**src/rtl/mips_pkg.sv**
```systemverilog
// rtl/mips_pkg.sv - shared pipeline widths and memory-stage FSM state type
package mips_pkg;
   localparam int DATA_W     = 32;
   localparam int REG_ADDR_W = 5;

   typedef enum logic {
      IDLE = 1'b0,
      WAIT = 1'b1
   } memState_t;
endpackage

```
**src/rtl/mem_access_if.sv**
```systemverilog
// rtl/mem_access_if.sv - data-memory request/response bus between MEM stage and memory
interface mem_access_if;
   import mips_pkg::*;

   logic              dm_req;
   logic              dm_we;
   logic [DATA_W-1:0] dm_addr;
   logic [DATA_W-1:0] dm_wdata;
   logic [DATA_W-1:0] dm_rdata;
   logic              dm_ack;

   modport master (
      output dm_req, dm_we, dm_addr, dm_wdata,
      input  dm_rdata, dm_ack
   );

   modport slave (
      input  dm_req, dm_we, dm_addr, dm_wdata,
      output dm_rdata, dm_ack
   );
endinterface

```
**src/rtl/mem_access.sv**
```systemverilog
// rtl/mem_access.sv - MEM pipeline stage with stalling data-memory access and MEM/WB register
// Optional MEM_ACCESS_PERF_EN adds stall and completed-access counters.
module mem_access
   import mips_pkg::*;
(
   input  logic                  clk,
   input  logic                  rst,
   input  logic [DATA_W-1:0]     alu_res_m,
   input  logic [DATA_W-1:0]     reg_d2_m,
   input  logic [REG_ADDR_W-1:0] reg_write_addr_m,
   input  logic                  reg_write_m,
   input  logic                  mem_to_reg_m,
   input  logic                  mem_write_m,
   mem_access_if.master          bus,
   output logic                  stall_m,
   output logic [DATA_W-1:0]     alu_res_w,
   output logic [DATA_W-1:0]     read_data_w,
   output logic [REG_ADDR_W-1:0] reg_write_addr_w,
   output logic                  reg_write_w,
   output logic                  mem_to_reg_w,
   output logic                  align_err
`ifdef MEM_ACCESS_PERF_EN
   ,
   output logic [DATA_W-1:0]     perf_stall_cnt,
   output logic [DATA_W-1:0]     perf_access_cnt
`endif
);

   memState_t state;
   logic      access;
   logic      aligned;
   logic      hit;
   logic      complete;

   assign access   = mem_to_reg_m | mem_write_m;
   assign aligned  = (alu_res_m[1:0] == 2'b00);
   assign hit      = access & aligned;
   assign complete = hit & bus.dm_ack;

   // Upstream holds *_m stable while stalled, so the request is driven straight from them.
   assign bus.dm_req   = hit;
   assign bus.dm_we    = hit & mem_write_m;
   assign bus.dm_addr  = alu_res_m;
   assign bus.dm_wdata = reg_d2_m;
   assign stall_m      = hit & ~bus.dm_ack;

   always_ff @(posedge clk) begin
      if (rst) begin
         state            <= IDLE;
         alu_res_w        <= '0;
         read_data_w      <= '0;
         reg_write_addr_w <= '0;
         reg_write_w      <= 1'b0;
         mem_to_reg_w     <= 1'b0;
         align_err        <= 1'b0;
`ifdef MEM_ACCESS_PERF_EN
         perf_stall_cnt   <= '0;
         perf_access_cnt  <= '0;
`endif
      end else begin
         case (state)
            IDLE:    if (stall_m) state <= WAIT;
            WAIT:    if (!stall_m) state <= IDLE;
            default: state <= IDLE;
         endcase

         if (stall_m) begin
            reg_write_w  <= 1'b0;
            mem_to_reg_w <= 1'b0;
         end else begin
            alu_res_w        <= alu_res_m;
            reg_write_addr_w <= reg_write_addr_m;
            // A misaligned access retires without touching the register file.
            reg_write_w      <= reg_write_m & ~(access & ~aligned);
            mem_to_reg_w     <= mem_to_reg_m;
            if (complete && mem_to_reg_m)
               read_data_w <= bus.dm_rdata;
         end

         if (access && !aligned)
            align_err <= 1'b1;

`ifdef MEM_ACCESS_PERF_EN
         if (stall_m)
            perf_stall_cnt <= perf_stall_cnt + 1'b1;
         if (complete)
            perf_access_cnt <= perf_access_cnt + 1'b1;
`endif
      end
   end

endmodule
```
**src/flat_wrapper.sv**
```systemverilog
// flat-port wrapper written by rule: the top's interface ports become plain ports
module mem_access_flat import mips_pkg::*;
  (clk, rst, alu_res_m, reg_d2_m, reg_write_addr_m, reg_write_m, mem_to_reg_m, mem_write_m, stall_m, alu_res_w, read_data_w, reg_write_addr_w, reg_write_w, mem_to_reg_w, align_err, bus_dm_req, bus_dm_we, bus_dm_addr, bus_dm_wdata, bus_dm_rdata, bus_dm_ack);
  mem_access_if bus_i ();
  input  logic clk;
  input  logic rst;
  input  logic [DATA_W-1:0] alu_res_m;
  input  logic [DATA_W-1:0] reg_d2_m;
  input  logic [REG_ADDR_W-1:0] reg_write_addr_m;
  input  logic reg_write_m;
  input  logic mem_to_reg_m;
  input  logic mem_write_m;
  output logic stall_m;
  output logic [DATA_W-1:0] alu_res_w;
  output logic [DATA_W-1:0] read_data_w;
  output logic [REG_ADDR_W-1:0] reg_write_addr_w;
  output logic reg_write_w;
  output logic mem_to_reg_w;
  output logic align_err;
  output wire logic [$bits(bus_i.dm_req)-1:0] bus_dm_req;
  output wire logic [$bits(bus_i.dm_we)-1:0] bus_dm_we;
  output wire logic [$bits(bus_i.dm_addr)-1:0] bus_dm_addr;
  output wire logic [$bits(bus_i.dm_wdata)-1:0] bus_dm_wdata;
  input wire logic [$bits(bus_i.dm_rdata)-1:0] bus_dm_rdata;
  input wire logic [$bits(bus_i.dm_ack)-1:0] bus_dm_ack;
  assign bus_dm_req = bus_i.dm_req;
  assign bus_dm_we = bus_i.dm_we;
  assign bus_dm_addr = bus_i.dm_addr;
  assign bus_dm_wdata = bus_i.dm_wdata;
  assign bus_i.dm_rdata = bus_dm_rdata;
  assign bus_i.dm_ack = bus_dm_ack;
  mem_access u_core (.clk(clk), .rst(rst), .alu_res_m(alu_res_m), .reg_d2_m(reg_d2_m), .reg_write_addr_m(reg_write_addr_m), .reg_write_m(reg_write_m), .mem_to_reg_m(mem_to_reg_m), .mem_write_m(mem_write_m), .bus(bus_i), .stall_m(stall_m), .alu_res_w(alu_res_w), .read_data_w(read_data_w), .reg_write_addr_w(reg_write_addr_w), .reg_write_w(reg_write_w), .mem_to_reg_w(mem_to_reg_w), .align_err(align_err));
endmodule
```
**config.mk**
```make
export PLATFORM = sky130hd
export DESIGN_NAME = mem_access_flat
export DESIGN_NICKNAME = d
export VERILOG_FILES = /design/src/rtl/mips_pkg.sv /design/src/rtl/mem_access_if.sv /design/src/rtl/mem_access.sv /design/src/flat_wrapper.sv
export SDC_FILE = /design/constraint.sdc
export NUM_CORES = 1
export LEC_CHECK = 0
export ABC_AREA = 1
export CELL_PAD_IN_SITES_DETAIL_PLACEMENT = 2
export CELL_PAD_IN_SITES_GLOBAL_PLACEMENT = 2
export CORE_MARGIN = 3
export CORE_UTILIZATION = 15
export CTS_CLUSTER_SIZE = 40
export DETAILED_ROUTE_END_ITERATION = 6
export PLACE_DENSITY = 0.78
export SYNTH_ARGS = -nofsm -noshare
export SYNTH_HDL_FRONTEND = slang
export SYNTH_SLANG_ARGS = --single-unit
```
**constraint.sdc**
```tcl
create_clock -name clk -period 0.82 [get_ports clk]
set_input_delay 0.164 -clock clk [delete_from_list [all_inputs] [get_ports clk]]
set_output_delay 0.164 -clock clk [all_outputs]
set_load 0.005 [all_outputs]
```
==> flow_metrics.py <==
metrics = {
    "status": {
        "status": "finished, violations left",
        "failed_checks": "setup timing",
    },
    "route": {
        "drt_first_iter_violations": 47,
        "detailroute.via_count": 3432,
        "routedWlPerCell_um": 15.3,
        "viasPerCell": 3.74,
        "drt.antenna.violating_nets": 0,
        "detail_route.drc_violations": 0,
        "drtPass1Iterations": 4,
        "finalWirelength_mm": 14.1,
    },
    "min_path": {
        "hold_class": "in2reg",
    },
    "place": {
        "post-place-ws_ns": -0.993,
        "buffer_ports.inserted": 181,
        "place_hpwl_mm": 8.87,
        "gpl.final_weighted_congestion": 0.676,
        "placed_cell_area_um2": 5190,
    },
    "setup_path": {
        "critical_path_class": "reg2out",
        "path_cells": "buf_6",
        "worst_ep_required_time_ns": 0.66,
        "cp_slowest_cell": "dfxtp_2",
        "critical_path.n_buffers_inverters": 1,
        "critical_path.top_delay_family": "flip-flops",
        "timing.critical_path.fanout_max": 2,
        "worst_setup_path_end_kind": "output pin",
        "kind_of_launch_point_of_the_worst_setup_path": "flop",
        "critical_path_arrival_ns": 0.78,
        "slowest_delay_ns": 0.35,
    },
    "power_and_ir_drop": {
        "cellLeakagePower_nw": 3.03,
        "vdd.ir_drop.worst_v": 0.000821,
        "pwr_density_cell_nw_per_um2": 1550,
    },
    "cells_and_area": {
        "layout.filler_cells": 2419,
        "drive_above_1_share_pct": 55.6,
        "final_cell_mix": "97 x nor2_1, 71 x dfxtp_2, 67 x buf_6",
        "final_area_um2": 6220,
        "layout-area-overhead-vs-synth_pct": 90.8,
        "layout_commonest_cell": "nor2_1",
        "antenna_cells": 0,
        "layout.nets": 744,
    },
    "sta": {
        "setup-violations-final": 93,
        "max_fclk_mhz": 1060,
        "final_period_utilization_pct": 115,
        "setup-tns-final_ns": -8.27,
        "hold_viol_final": 0,
        "relSlewSlack_pct": 85.2,
        "drv_slew": 0,
        "least_margin_pin_slew_ns": 0.222,
        "post_route_clock_skew_ns": 0,
        "setup_repair_after_global_routing_missed_its_margin": "yes",
        "fin_crit_ns": 0.947,
        "timing.final.ws_setup_ns": -0.127,
    },
    "job": {
        "cap_viol_max_count": 0,
    },
    "synth": {
        "ys_seq_elements": 72,
        "syn-mean-instance-area_um2": 7.16,
        "ys_warn_count": 0,
        "syn-instance-count": 455,
        "mappedNetlistArea_um2": 3260,
        "post_synthesis_net_count": 562,
        "number_of_distinct_library_cells_after_synthesis": 16,
        "yosysSeqAreaShare_pct": 44.2,
    },
    "floorplan": {
        "fp.coreArea_um2": 21200,
        "initial_utilization_pct": 15.4,
        "die-area_um2": 23500,
        "die_height_um": 153,
        "num_rows": 53,
        "floorplan.die.width_um": 153,
        "boundaryPins": 246,
    },
    "global_route": {
        "grt_antenna_before_repair": 0,
        "grt_max_degree": 31,
        "grt_overflow": 0,
        "grt.total_usage_pct": 10.8,
        "first_global_vias": 3732,
        "wire_length_of_the_first_global_routing_pass_mm": 20.1,
    },
    "cts": {
        "tritoncts_clock_tree": "built",
        "clk-insertion-delay-late_ns": 0.33,
        "cts_inserted_buffers": 9,
        "clock-root-buffer": "clkbuf_16",
        "tritoncts_num_sinks": 72,
        "h-tree-depth": 3,
        "clk_pin_slew_ns": 0.06,
        "cts_buffer_depth": 2,
    },
}
-- what timing repair did --
action,in CTS,in global routing
gates cloned,3,7
pin swaps,7,19
resized for setup,602,140
endpoints found under the setup margin,179,145
setup buffers,11,9
hold buffers,0,0
-- metal layers --
layer  track usage, %  vias up  wire length [µm]
li1                 -     1656                 -
met4             2.99        0               168
met3             5.52       17              1370
met5                0        -                 0
met2             19.7      140              7510
met1             10.9     1619              5010
-- report_power, final --
part	leakage [nW]	switching [W]	internal [W]
Combinational	2.27	0.000769	0.00112
Clock	0.140	0.00152	0.00235
Sequential	0.618	0.000135	0.00372
-- Yosys cell counts --
| cell type | number | area, µm² |
|---|---|---|
| nand2_1 | 75 | 282 |
| buf_6 | 7 | 78.8 |
| clkbuf_1 | 6 | 22.5 |
| nor3_1 | 2 | 10.0 |
| nand3_4 | 1 | 17.5 |
| a21oi_1 | 3 | 15.0 |
| buf_4 | 64 | 480 |
| nand2_2 | 2 | 12.5 |
| nand4_1 | 2 | 12.5 |
| inv_2 | 2 | 7.51 |
| nor2_1 | 135 | 507 |
| o21ai_0 | 32 | 160 |
| inv_1 | 44 | 165 |
| nor2_4 | 1 | 11.3 |
| dfxtp_1 | 72 | 1440 |
| buf_2 | 7 | 35.0 |
-- state kept, by name, summed over array words and instances (netlist names) --
name,cells
u_core.read_data_w,32
u_core.reg_write_addr_w,5
u_core.reg_write_w,1
u_core.alu_res_w,32
u_core.mem_to_reg_w,1
u_core.align_err,1
-- cell type report --
type	count	area, µm²	area share [%]
clock inverter	4	45.0	0.725
timing repair buffer	255	2550	41.0
inverter	46	195	3.14
multi-input combinational	253	1310	21.1
tap	275	344	5.54
clock buffer	12	236	3.80
sequential	72	1530	24.6
-- metrics by stage --
step                      instances  total power, W  hold WS [ns]  utilization [%]
after global placement          873         0.00548         0.328             24.5
final                           917         0.00962        0.0998             29.4
after CTS                       903         0.00958        0.0750             26.7
after floorplan                 455         0.00454         0.233                -
after global routing            917          0.0102         0.103             29.4
after detailed placement        873         0.00552         0.328             24.5
-- logic make-up after synthesis --
logic type	after synthesis	synth area share (%)
buffers and inverters	130	24.2
flip-flops	72	44.2
AND/OR/NAND/NOR	218	26.2
AO/OA/AOI/OAI	35	5.38
-- worst paths after layout --
kind                     startpoint              endpoint  slack, ns  cells past startpoint
max          u_core.read_data_w[20]       read_data_w[20]      -0.13                      1
min                    alu_res_m[0]   u_core.alu_res_w[0]        0.1                      3
max reg2reg    u_core.alu_res_w[14]  u_core.alu_res_w[14]          0                      4
min reg2reg        u_core.align_err      u_core.align_err       0.47                      2
(Power assumes the default switching activity.)
